--- config.mk ---
export PLATFORM = sky130hd
export DESIGN_NAME = regfile_dump_flat
export DESIGN_NICKNAME = d
export VERILOG_FILES = /design/src/rtl/regfile_dump_pkg.sv /design/src/rtl/regfile_dump_if.sv /design/src/rtl/regfile_dump.sv /design/src/flat_wrapper.sv
export SDC_FILE = /design/constraint.sdc
export NUM_CORES = 1
export LEC_CHECK = 0
export ABC_AREA = 1
export BUFFER_PORTS_ARGS = -buffer_cell sky130_fd_sc_hd__buf_2
export CAP_MARGIN = 5
export CORE_MARGIN = 10
export CORE_UTILIZATION = 45
export DETAILED_ROUTE_END_ITERATION = 6
export GPL_ROUTABILITY_DRIVEN = 0
export PLACE_DENSITY = 0.79
export SLEW_MARGIN = 40
export SYNTH_ARGS = -nofsm -noshare
export SYNTH_HDL_FRONTEND = slang
export SYNTH_SLANG_ARGS = --single-unit
--- constraint.sdc ---
create_clock -name clk -period 3.32 [get_ports clk]
set_input_delay 0.664 -clock clk [delete_from_list [all_inputs] [get_ports clk]]
set_output_delay 0.664 -clock clk [all_outputs]
set_load 0.01 [all_outputs]
--- src/rtl/regfile_dump_pkg.sv ---
// Shared types and widths for the register-file dump engine.
// Widths match the regfile and single-cycle datapath.
package regfile_dump_pkg;

  localparam int unsigned REG_ADDR_W = 5;
  localparam int unsigned REG_DATA_W = 32;
  localparam int unsigned REG_NUM    = 1 << REG_ADDR_W;

  typedef enum logic [1:0] {
    StIdle = 2'd0,
    StLoad = 2'd1,
    StSend = 2'd2,
    StDone = 2'd3
  } dump_state_e;

endpackage

--- src/rtl/regfile_dump_if.sv ---
// Control, regfile read port and output stream of the dump engine.
// master = dump engine; slave = controller, regfile and consumer.
interface regfile_dump_if
  import regfile_dump_pkg::*;
#(
  parameter int unsigned ADDR_W = REG_ADDR_W,
  parameter int unsigned DATA_W = REG_DATA_W
) ();

  logic              start;
  logic              abort;
  logic [ADDR_W-1:0] first_reg;
  logic [ADDR_W-1:0] last_reg;
  logic [ADDR_W-1:0] rd_addr;
  logic [DATA_W-1:0] rd_data;
  logic              out_valid;
  logic              out_ready;
  logic [DATA_W-1:0] out_data;
  logic [ADDR_W-1:0] out_index;
  logic              busy;
  logic              done;

  modport master (
    input  start, abort, first_reg, last_reg, rd_data, out_ready,
    output rd_addr, out_valid, out_data, out_index, busy, done
  );

  modport slave (
    output start, abort, first_reg, last_reg, rd_data, out_ready,
    input  rd_addr, out_valid, out_data, out_index, busy, done
  );

endinterface

--- src/rtl/regfile_dump.sv ---
// Walks a wrapping register index range through one combinational regfile read port
// and streams (index, word) pairs over valid/ready, one word per two cycles.
module regfile_dump
  import regfile_dump_pkg::*;
#(
  parameter int unsigned NUM_REGS = REG_NUM,
  parameter int unsigned ADDR_W   = REG_ADDR_W,
  parameter int unsigned DATA_W   = REG_DATA_W
) (
  input  logic           clk,
  input  logic           rst_n,
  regfile_dump_if.master bus
);

  dump_state_e       state_q, state_d;
  logic [ADDR_W-1:0] idx_q, idx_d;
  logic [ADDR_W-1:0] last_q, last_d;
  logic              out_valid_q, out_valid_d;
  logic [DATA_W-1:0] out_data_q, out_data_d;
  logic [ADDR_W-1:0] out_index_q, out_index_d;
  logic              busy_q, done_q;

  always_comb begin
    state_d     = state_q;
    idx_d       = idx_q;
    last_d      = last_q;
    out_valid_d = out_valid_q;
    out_data_d  = out_data_q;
    out_index_d = out_index_q;

    unique case (state_q)
      StIdle: begin
        if (bus.start) begin
          idx_d   = bus.first_reg;
          last_d  = bus.last_reg;
          state_d = StLoad;
        end
      end
      StLoad: begin
        out_data_d  = bus.rd_data;
        out_index_d = idx_q;
        out_valid_d = 1'b1;
        state_d     = StSend;
      end
      StSend: begin
        if (out_valid_q && bus.out_ready) begin
          out_valid_d = 1'b0;
          if (idx_q == last_q) begin
            state_d = StDone;
          end else begin
            idx_d   = (idx_q == ADDR_W'(NUM_REGS - 1)) ? '0 : idx_q + ADDR_W'(1);
            state_d = StLoad;
          end
        end
      end
      StDone: state_d = StIdle;
      default: state_d = StIdle;
    endcase

    // Abort wins over a same-cycle handshake; the word in flight still counts as sent.
    if (bus.abort && state_q != StIdle) begin
      state_d     = StIdle;
      out_valid_d = 1'b0;
    end
  end

  always_ff @(posedge clk) begin
    if (!rst_n) begin
      state_q     <= StIdle;
      idx_q       <= '0;
      last_q      <= '0;
      out_valid_q <= 1'b0;
      out_data_q  <= '0;
      out_index_q <= '0;
      busy_q      <= 1'b0;
      done_q      <= 1'b0;
    end else begin
      state_q     <= state_d;
      idx_q       <= idx_d;
      last_q      <= last_d;
      out_valid_q <= out_valid_d;
      out_data_q  <= out_data_d;
      out_index_q <= out_index_d;
      busy_q      <= (state_d == StLoad) || (state_d == StSend);
      done_q      <= (state_d == StDone);
    end
  end

  always_comb begin
    bus.rd_addr = '0;
    if (state_q == StLoad || state_q == StSend) begin
      bus.rd_addr = idx_q;
    end
  end

  assign bus.out_valid = out_valid_q;
  assign bus.out_data  = out_data_q;
  assign bus.out_index = out_index_q;
  assign bus.busy      = busy_q;
  assign bus.done      = done_q;

endmodule

--- src/flat_wrapper.sv ---
// flat-port wrapper written by rule: the top's interface ports become plain ports
module regfile_dump_flat import regfile_dump_pkg::*;
#(
  parameter int unsigned NUM_REGS = REG_NUM,
  parameter int unsigned ADDR_W   = REG_ADDR_W,
  parameter int unsigned DATA_W   = REG_DATA_W
)
  (clk, rst_n, bus_start, bus_abort, bus_first_reg, bus_last_reg, bus_rd_data, bus_out_ready, bus_rd_addr, bus_out_valid, bus_out_data, bus_out_index, bus_busy, bus_done);
  regfile_dump_if #(.ADDR_W(ADDR_W), .DATA_W(DATA_W)) bus_i ();
  input  logic clk;
  input  logic rst_n;
  input wire logic [$bits(bus_i.start)-1:0] bus_start;
  input wire logic [$bits(bus_i.abort)-1:0] bus_abort;
  input wire logic [$bits(bus_i.first_reg)-1:0] bus_first_reg;
  input wire logic [$bits(bus_i.last_reg)-1:0] bus_last_reg;
  input wire logic [$bits(bus_i.rd_data)-1:0] bus_rd_data;
  input wire logic [$bits(bus_i.out_ready)-1:0] bus_out_ready;
  output wire logic [$bits(bus_i.rd_addr)-1:0] bus_rd_addr;
  output wire logic [$bits(bus_i.out_valid)-1:0] bus_out_valid;
  output wire logic [$bits(bus_i.out_data)-1:0] bus_out_data;
  output wire logic [$bits(bus_i.out_index)-1:0] bus_out_index;
  output wire logic [$bits(bus_i.busy)-1:0] bus_busy;
  output wire logic [$bits(bus_i.done)-1:0] bus_done;
  assign bus_i.start = bus_start;
  assign bus_i.abort = bus_abort;
  assign bus_i.first_reg = bus_first_reg;
  assign bus_i.last_reg = bus_last_reg;
  assign bus_i.rd_data = bus_rd_data;
  assign bus_i.out_ready = bus_out_ready;
  assign bus_rd_addr = bus_i.rd_addr;
  assign bus_out_valid = bus_i.out_valid;
  assign bus_out_data = bus_i.out_data;
  assign bus_out_index = bus_i.out_index;
  assign bus_busy = bus_i.busy;
  assign bus_done = bus_i.done;
  regfile_dump #(.NUM_REGS(NUM_REGS), .ADDR_W(ADDR_W), .DATA_W(DATA_W)) u_core (.clk(clk), .rst_n(rst_n), .bus(bus_i));
endmodule
==> results of run 1 <==
routing by layer:
layer | vias up | global-route usage [%] | share of wire (%)
met3 | 8 | 6.56 | 9.2
met4 | 0 | 4.77 | 1.1
met2 | 62 | 24.5 | 47
li1 | 1104 | - | -
met5 | - | 0 | 0
met1 | 929 | 17.0 | 43
area by class of cell:
cell class / instances / area, um2
fillers: 455 / 1970
clock inverters: 1 / 8.76
well taps: 54 / 67.6
flip-flops and latches: 52 / 1040
clock buffers: 7 / 76.3
inverters: 25 / 93.8
repair buffers: 92 / 463
multi-input cells: 203 / 976
sequential cells by signal (all words and copies together), names as in the netlist:
signal / flops
u_core.last_q: 5
u_core.bus.out_valid: 1
u_core.bus.out_data: 32
u_core.idx_q: 5
u_core.bus.out_index: 5
u_core.bus.busy: 1
u_core.state_q: 2
u_core.bus.done: 1
critical path, cell delays in order (launching register included):
cell     delay [ns]
dfxtp_1        0.37
inv_1          0.08
ha_1           0.38
nand2_1        0.08
inv_1          0.07
buf_2          0.13
cells by family after synthesis:
kind of cell,synth area share [%]
fa+ha+maj,3.48
buf+inv,6.61
flops,48.2
xor+xnor,0.406
simple gates,25.0
mux,0.464
compound gates,15.8
synthesized netlist by cell type:
master | instances | area, um2
inv_2 | 4 | 15.0
clkbuf_1 | 13 | 48.8
o21ai_0 | 44 | 220
nor2_4 | 2 | 22.5
xnor2_1 | 1 | 8.76
nor2_1 | 74 | 278
nand4_1 | 1 | 6.26
a21oi_1 | 17 | 85.1
a22o_1 | 1 | 8.76
ha_1 | 6 | 75.1
mux2i_1 | 1 | 10.0
nand3_1 | 7 | 35.0
nor2_2 | 1 | 6.26
o21ai_1 | 4 | 20.0
dfxtp_1 | 52 | 1040
a22oi_1 | 1 | 7.51
nor3_1 | 1 | 5.00
nand2_1 | 38 | 143
nand2_4 | 1 | 11.3
nand4_4 | 1 | 21.3
inv_1 | 21 | 78.8
nand2_2 | 2 | 12.5
power groups by stage:
stage,combinational [mW],sequential (mW),clock (mW)
final,0.364,0.750,0.349
after detailed placement,0.370,0.764,0
after global placement,0.363,0.761,0
after CTS,0.371,0.751,0.359
after floorplan,0.195,0.791,0
after global routing,0.415,0.761,0.382
worst max path at each step:
stage / endpoint / start
floorplan: u_core.bus.busy / bus_start
global placement: u_core.bus.busy / u_core.state_q[1]
detailed placement: u_core.bus.busy / u_core.state_q[1]
CTS: bus_rd_addr[2] / u_core.state_q[0]
global route: u_core.bus.busy / u_core.state_q[1]
finish: bus_rd_addr[2] / u_core.state_q[0]
placed cells by master (no fill, tap or decap):
master / instances
a21oi_1: 17
a22o_1: 1
a22oi_1: 1
buf_2: 91
buf_4: 1
clkbuf_1: 2
clkbuf_8: 5
clkinv_4: 1
dfxtp_1: 52
ha_1: 6
inv_1: 21
inv_2: 4
mux2i_1: 1
nand2_1: 38
nand2_2: 2
nand2_4: 1
nand3_1: 7
nand4_1: 1
nand4_4: 1
nor2_1: 74
nor2_2: 1
nor2_4: 2
nor3_1: 1
o21ai_0: 44
o21ai_1: 4
xnor2_1: 1
==> results_dict.tcl, run 1 <==
set metrics [dict create \
    outcome "finished, final reports clean" \
    power_switching_mw 0.467 \
    fin_crit_sh_pct 62.0 \
    clk_latency_ns 0.30 \
    syn_area_mm2 0.00216 \
    cp-end-kind "primary output" \
    grt_pass1_vias 2046 \
    cts_tree "yes" \
    hold-path-endpoint "u_core.last_q[0]" \
    max_freq_mhz 486 \
    core_area_mm2 0.00469 \
    cts_buffers 5 \
    cts_max_level 2 \
    p_leak_nw 1.45 \
    worstSetupPathType "flip-flop to primary output" \
    drive_gt1_share_pct 28.7 \
    grt_max_degree 48 \
    pwr-share-clk_pct 23.8 \
    start_util_pct 46.0 \
    max_slew_margin_pct 53.3 \
    netlist_instances 293 \
    preCtsSetupSlack_ns 1.35 \
    drv_cap 0 \
    dpl_cell_area_mm2 0.00264 \
    worst_pin_slew_ns 0.701 \
    numPortBuffers 91 \
    fp.dieH_um 89.3 \
    seq_power_share_pct 51.3 \
    dp.final_hpwl_um 4430 \
    finalCriticalPeriod_ns 2.06 \
    ant_nets 0 \
    timing.rr.start "u_core.state_q[1]" \
    wl_per_cell_um 13.5 \
    drtIter0Drc 90 \
    clock_skew_ns 0.00354 \
    cts.clk_slew.worst_paths_ns 0.09 \
    post-route-util_pct 58.1 \
    fin_cells 434 \
    finalSetupViolCount 0 \
    powerDensity_mw_per_mm2 537 \
    path_max_fanout 5 \
    synth_seq_cells 52 \
    reg2reg_depth 11 \
    yosys_warnings 0 \
    routed_via_density 4.85 \
    cts_root_buf "clkbuf_8" \
    std_cell_rows 25 \
    finalHoldViolCount 0 \
    drt_wl_total_um 5870 \
    antenna_found_initial 0 \
    rsz0062_at_grt "false" \
    drt-pass1-iter-count 4 \
    pwr-share-comb_pct 24.9 \
    cts_resized 0 \
    r2r_setup_slack_ns 1.35 \
    die_area_mm2 0.00797 \
    clock_path_buffers 2 \
    peakVddDrop_mv 0.334 \
    hold_slack_ns 0.474 \
    tns_ns 0 \
    final_nets 432 \
    fin_total_pwr_mw 1.46 \
    slew_violations 0 \
    cts_setup_buffers 0 \
    grt_usage_pct 14.9 \
    hold_buffers 0 \
    drc 0 \
    hold_start "u_core.last_q[0]" \
    fin_area_mm2 0.00273 \
    die_w_um 89.3 \
    antenna_cells 0 \
    power.internal_mw 0.996 \
    grt_pass1_wl_um 9470 \
    synth.distinct_cells 22 \
    hold_depth 2 \
    swShare_pct 31.9 \
    worstPathRequired_ns 2.66 \
    layout_setup_ws_ns 1.26 \
    place_inst 426 \
    synth_seq_area_share_pct 48.2 \
    crit_arrival_ns 1.39 \
    syn-num-nets 346 \
    r2r_end "u_core.bus.busy" \
    grt.overflow.total 0 \
    hold_class "flip-flop to flip-flop" \
    startpoint_type "flip-flop" \
    area_growth_pct 26.2 \
    cts.sinks 52 \
    vias 2103 \
    boundaryPins 92 \
    synth.avg_cell_area_um2 7.37 \
]
(Power assumes the default switching activity.)
==> run 2: changes to the inputs <==
--- a/config.mk
+++ b/config.mk
@@ -5,14 +5,14 @@
 export SDC_FILE = /design/constraint.sdc
 export NUM_CORES = 1
 export LEC_CHECK = 0
-export ABC_AREA = 1
+export ABC_AREA = 0
 export BUFFER_PORTS_ARGS = -buffer_cell sky130_fd_sc_hd__buf_2
 export CAP_MARGIN = 5
 export CORE_MARGIN = 10
 export CORE_UTILIZATION = 45
 export DETAILED_ROUTE_END_ITERATION = 6
 export GPL_ROUTABILITY_DRIVEN = 0
-export PLACE_DENSITY = 0.79
+export PLACE_DENSITY = 0.78
 export SLEW_MARGIN = 40
 export SYNTH_ARGS = -nofsm -noshare
 export SYNTH_HDL_FRONTEND = slang
==> constraint.sdc (replaced) <==
create_clock -name clk -period 1.9 [get_ports clk]
set_input_delay 0.38 -clock clk [delete_from_list [all_inputs] [get_ports clk]]
set_output_delay 0.38 -clock clk [all_outputs]
set_load 0.01 [all_outputs]
==> run 2 against run 1 <==
Die area is 5.8% higher. Highest routed layer unchanged. Synthesized area grew 7.5%. Sequential cell count did not move. Sequential share of layout area decreased by 3.5 points. Final area grew 10%. Non-clock buffer count grew 12. Setup slack got worse by 1.2 ns. Sequential power rose by 69%. Final cell count shrank 9.7%. Wire length decreased by 2.0%. Clock skew increased by 0.0022 ns. Critical endpoint is now bus_rd_addr[0].
==> results_dict.tcl, run 2 <==
set metrics [dict create \
    outcome "finished, final reports clean" \
    final_nets 375 \
    ys_top_cells_by_area "dfxtp_1 (45%), mux2i_1 (17%), nor2b_1 (11%)" \
    r2r_end "u_core.bus.busy" \
    grt.overflow.total 0 \
    nFillCells 435 \
    cts.sinks 52 \
    grt_usage_pct 13.2 \
    clk_latency_ns 0.29 \
    clock_skew_ns 0.00577 \
    swShare_pct 31.0 \
    routed_via_density 4.91 \
    std_cell_rows 26 \
    antenna_cells 0 \
    cp-endpoint "bus_rd_addr[0]" \
    cts.clk_slew.worst_paths_ns 0.09 \
    drive_gt1_share_pct 37.9 \
    netlist_instances 225 \
    cts_setup_buffers 0 \
    finalCriticalPeriod_ns 1.84 \
    most-common-layout-cells "buf_2 (91), dfxtp_1 (51), nor2b_1 (41), mux2i_1 (39), buf_4 (13)" \
    grt_pass1_wl_um 9330 \
    startpoint_type "flip-flop" \
    fin_crit_sh_pct 97.1 \
    start_util_pct 46.1 \
    busiest_layer "met2" \
    pwr-share-comb_pct 30.6 \
    power.internal_mw 1.85 \
    power_switching_mw 0.831 \
    fp.dieH_um 91.8 \
    seq_power_share_pct 47.5 \
    cts_root_buf "clkbuf_8" \
    drv_cap 0 \
    met3_usage_pct 5.79 \
    die_w_um 91.8 \
    timing.rr.start "u_core.state_q[0]" \
    crit_arrival_ns 1.46 \
    cp-end-kind "primary output" \
    grt_pass1_vias 2003 \
    hold_class "input port to flip-flop" \
    vias 1925 \
    numPortBuffers 91 \
    synth_edf_count 0 \
    use_met2_pct 21.7 \
    worstPathRequired_ns 1.52 \
    powerDensity_mw_per_mm2 893 \
    yosys_warnings 0 \
    worstSetupPathType "flip-flop to primary output" \
    core_area_mm2 0.00504 \
    setup.worst_path.start "u_core.state_q[1]" \
    preCtsSetupSlack_ns -0.0536 \
    finalHoldViolCount 0 \
    peakVddDrop_mv 0.461 \
    wl_per_cell_um 14.7 \
    largest_reg_flops 32 \
    synthArstFlopShare_pct 0 \
    synth.avg_cell_area_um2 10.3 \
    worst_pin_slew_ns 0.648 \
    rsz0062_at_grt "true" \
    path_max_fanout 5 \
    drt_wl_total_um 5760 \
    syn_area_mm2 0.00232 \
    yosysMostFrequentCell "dfxtp_1" \
    ys_top_cells_by_count "dfxtp_1 (52), nor2b_1 (41), mux2i_1 (39), nand2_1 (12), and2_1 (9)" \
    layout_setup_ws_ns 0.0557 \
    syn-num-nets 278 \
    area_growth_pct 29.4 \
    synth_area_leader_cell "dfxtp_1" \
    hold_start "bus_rd_data[25]" \
    r2r_setup_slack_ns 0.08 \
    pwr-share-clk_pct 22.0 \
    finalSetupViolCount 0 \
    cts_max_level 2 \
    clock_path_buffers 2 \
    max_slew_margin_pct 56.8 \
    drt-pass1-iter-count 4 \
    drtIter0Drc 46 \
    slew_violations 0 \
    cts_buffers 5 \
    die_area_mm2 0.00843 \
    yosys.area.top_type_share_pct 44.8 \
    drc 0 \
    tns_ns 0 \
    ant_nets 0 \
    synth.distinct_cells 33 \
    boundaryPins 92 \
    grt_max_degree 39 \
    hold_slack_ns 0.337 \
    synth_seq_area_share_pct 44.8 \
    use_met1_pct 15.0 \
    dp.final_hpwl_um 4410 \
    p_leak_nw 1.35 \
    antenna_found_initial 0 \
    reg2reg_depth 8 \
    max_freq_mhz 542 \
    final_common_cell "buf_2" \
    yosys_most_used_dff "dfxtp_1" \
    synth_seq_cells 52 \
    cts_tree "yes" \
]
[run 2: cell count changes after synthesis, moves of 5 or more]
| cell | delta |
|---|---|
| a21boi_0 | +5 |
| a21oi_1 | -16 |
| and2_1 | +9 |
| buf_2 | +6 |
| clkbuf_1 | -5 |
| inv_1 | -18 |
| mux2i_1 | +38 |
| nand2_1 | -26 |
| nor2_1 | -71 |
| nor2b_1 | +41 |
| o21ai_0 | -39 |
[run 2: worst min path at each step]
| stage | cells after the start | end | slack [ns] |
|---|---|---|---|
| 6_report | 3 | u_core.bus.out_data[25] | 0.34 |
| 5_1_grt | 3 | u_core.bus.out_data[28] | 0.33 |
| 4_1_cts | 3 | u_core.bus.out_data[0] | 0.33 |
| 3_5_place_dp | 2 | u_core.last_q[1] | 0.47 |
| 3_3_place_gp | 2 | u_core.last_q[1] | 0.47 |
| 2_1_floorplan | 2 | u_core.last_q[0] | 0.46 |
[run 2: metal layers]
metal  wire (um)  part of all wire, %
met1        2510                   44
met2        2680                   47
met3         455                  7.9
met4         108                  1.9
met5           0                    0
[run 2: logic make-up (layout without fill, tap and decap cells)]
family,Yosys count,in the layout,share of synthesized area [%]
buffers and inverters,17,114,3.07
XOR/XNOR,6,6,2.91
multiplexers,39,39,16.8
flip-flops,52,52,44.8
AO/OA/AOI/OAI,24,24,8.62
adder cells (fa/ha/maj),6,6,3.23
AND/OR/NAND/NOR,81,81,20.5
[run 2: power groups by stage]
| stage | Sequential [mW] | Combinational (mW) | Clock (mW) |
|---|---|---|---|
| CTS | 1.27 | 0.812 | 0.605 |
| finish | 1.27 | 0.819 | 0.589 |
| detailed placement | 1.30 | 0.810 | 0 |
| global route | 1.29 | 0.908 | 0.663 |
| global placement | 1.29 | 0.790 | 0 |
| floorplan | 1.33 | 0.473 | 0 |
[run 2: stage by stage]
stage	instance area [um2]	utilization [%]	power, mW	instances
finish	3000	59.6	2.68	392
global route	3000	59.6	2.86	392
CTS	2990	59.2	2.69	392
detailed placement	2910	57.6	2.11	385
global placement	2910	57.6	2.08	385
floorplan	2320	-	1.81	225
[run 2: final cells by class]
type	instances	area, um2	area share (%)
Sequential cell	52	1040	34.7
Timing Repair Buffer	104	553	18.4
Multi-Input combinational cell	156	1230	41.0
Inverter	3	11.3	0.375
Clock inverter	1	5.00	0.167
Clock buffer	6	72.6	2.42
Tap cell	70	87.6	2.92
[run 2: timing repair]
| action | 4_1_cts | 5_1_grt |
|---|---|---|
| hold buffers | 0 | 0 |
| resized for setup | 1 | 6 |
| setup endpoints to repair | 1 | 9 |
[run 2: worst max-delay path, stage by stage (launching register included)]
cell and delay, ns:
dfxtp_1 0.38, inv_1 0.09, ha_2 0.39, and2_1 0.16, buf_2 0.14
==> run 3: changes to the inputs <==
--- a/config.mk
+++ b/config.mk
@@ -13,6 +13,7 @@
 export DETAILED_ROUTE_END_ITERATION = 6
 export GPL_ROUTABILITY_DRIVEN = 0
 export PLACE_DENSITY = 0.78
+export RECOVER_POWER = 50
 export SLEW_MARGIN = 40
 export SYNTH_ARGS = -nofsm -noshare
 export SYNTH_HDL_FRONTEND = slang
==> run 3 against run 2 <==
Final cell count did not move. Utilization fell by 0.97 points. Clock power barely moved. Fmax barely moved. Sequential power barely moved. Non-clock buffer count did not move. Setup slack barely moved. Clock-buffer cell count did not move. Critical path type unchanged. Critical endpoint unchanged. Largest power group unchanged.
==> results_dict.tcl, run 3 (same netlist as run 2, synthesis figures left out) <==
set metrics [dict create \
    outcome "finished, final reports clean" \
    vias 1934 \
    pwr-share-clk_pct 22.1 \
    drc 0 \
    clock_path_buffers 2 \
    grt_pass1_vias 2003 \
    setup.worst_path.start "u_core.state_q[1]" \
    finalCriticalPeriod_ns 1.84 \
    finalSetupViolCount 0 \
    slowest_delay_ns 0.39 \
    start_util_pct 46.1 \
    r2r_setup_slack_ns 0.08 \
    power.internal_mw 1.83 \
    core_area_mm2 0.00504 \
    clk_latency_ns 0.29 \
    max_slew_margin_pct 56.8 \
    grt.overflow.total 0 \
    worstPathRequired_ns 1.52 \
    boundaryPins 92 \
    final_common_cell "buf_2" \
    cts.clk_slew.worst_paths_ns 0.09 \
    grt_pass1_wl_um 9330 \
    antenna_cells 0 \
    hold_start "bus_rd_data[0]" \
    ant_nets 0 \
    cts_max_level 2 \
    cts_buffers 5 \
    hold-path-endpoint "u_core.bus.out_data[0]" \
    wl_per_cell_um 14.8 \
    tns_ns 0 \
    path_max_fanout 5 \
    drt_wl_total_um 5790 \
    rsz0062_at_grt "true" \
    pwr-share-comb_pct 30.0 \
    cp_num_buf_inv 2 \
    drt-pass1-iter-count 4 \
    antenna_found_initial 0 \
    grt_usage_pct 13.2 \
    die_w_um 91.8 \
    die_area_mm2 0.00843 \
    drv_cap 0 \
    crit_family "adder cells" \
    worst_pin_slew_ns 0.648 \
    dp.final_hpwl_um 4410 \
    cts.sinks 52 \
    worstPathCellList "inv_1 -> ha_2 -> and2_1 -> buf_2" \
    crit_arrival_ns 1.46 \
    hold_class "input port to flip-flop" \
    power_switching_mw 0.833 \
    post-route-util_pct 58.6 \
    seq_power_share_pct 47.9 \
    cp-end-kind "primary output" \
    finalHoldViolCount 0 \
    area_growth_pct 27.3 \
    clock_skew_ns 0.00592 \
    cpMaxStageDelayCell "ha_2" \
    std_cell_rows 26 \
    nFillCells 457 \
    most-common-layout-cells "buf_2 (52), dfxtp_1 (51), nor2b_1 (41), clkbuf_1 (40), mux2i_1 (39)" \
    hold_depth 3 \
    routed_via_density 4.93 \
    numPortBuffers 91 \
    drtIter0Drc 43 \
    worstSetupPathType "flip-flop to primary output" \
    fin_crit_sh_pct 97.1 \
    cts_root_buf "clkbuf_8" \
    hold_buffers 0 \
    r2r_end "u_core.bus.busy" \
    reg2reg_depth 8 \
    drive_gt1_share_pct 25.8 \
    grt_max_degree 39 \
    cts_tree "yes" \
    fp.dieH_um 91.8 \
    timing.rr.start "u_core.state_q[0]" \
    largest_reg_flops 32 \
    final_nets 375 \
    startpoint_type "flip-flop" \
    swShare_pct 31.3 \
    max_freq_mhz 542 \
    peakVddDrop_mv 0.461 \
    powerDensity_mw_per_mm2 901 \
    slew_violations 0 \
    p_leak_nw 1.19 \
]
[run 3: changes by cell type in the layout (fill, tap and decap cells not counted)]
cell	delta
buf_2	-39
clkbuf_1	+39
[run 3: worst min-delay path: cells and delay by family]
| kind | cells | cell delay [ns] |
|---|---|---|
| buf+inv | 1 | 0.07 |
| mux | 1 | 0.05 |
| simple gates | 1 | 0.09 |
[run 3: per-layer routing]
layer | part of all wire (%) | track usage, % | vias to the layer above | routed length [um]
met5 | 0 | 0 | - | 0
met4 | 1.9 | 4.50 | 0 | 108
met3 | 7.6 | 5.79 | 13 | 437
met2 | 46 | 21.7 | 80 | 2690
met1 | 44 | 15.0 | 878 | 2550
li1 | - | - | 963 | -
[run 3: worst max path at each step]
stage / end / cells after the start / slack (ns)
after floorplan: u_core.bus.busy / 9 / 0.01
after global placement: u_core.bus.busy / 8 / 0.08
after detailed placement: u_core.bus.busy / 8 / -0.05
after CTS: u_core.bus.busy / 8 / 0.008
after global routing: u_core.bus.busy / 8 / -0.06
final: bus_rd_addr[0] / 4 / 0.06
[run 3: power groups by stage]
stage               clock network, mW  logic, mW  registers (mW)
floorplan                           0      0.473            1.33
global placement                    0      0.790            1.29
detailed placement                  0      0.810            1.30
CTS                             0.605      0.812            1.27
global route                    0.663      0.888            1.29
finish                          0.587      0.800            1.28
[run 3: final cells by class]
type	count	area [um2]	area share, %
Multi-Input combinational cell	156	1230	41.7
Sequential cell	52	1040	35.3
Timing Repair Buffer	104	504	17.1
Tap cell	70	87.6	2.96
Clock buffer	6	72.6	2.46
Inverter	3	11.3	0.381
Clock inverter	1	5.00	0.169
[run 3: through the flow]
step	worst slack, ns	cell area (um2)	total power, mW	cells	hold WS [ns]
floorplan	0.00994	2320	1.81	225	0.455
global placement	0.0770	2910	2.08	385	0.472
detailed placement	-0.0536	2910	2.11	385	0.475
CTS	0.00848	2990	2.69	392	0.332
global route	-0.0568	2960	2.84	392	0.332
finish	0.0557	2960	2.66	392	0.339
[run 3: what timing repair did]
action,in CTS,in global routing
gates resized for setup,1,6
buffers inserted,0,0
endpoints found under the setup margin,1,9
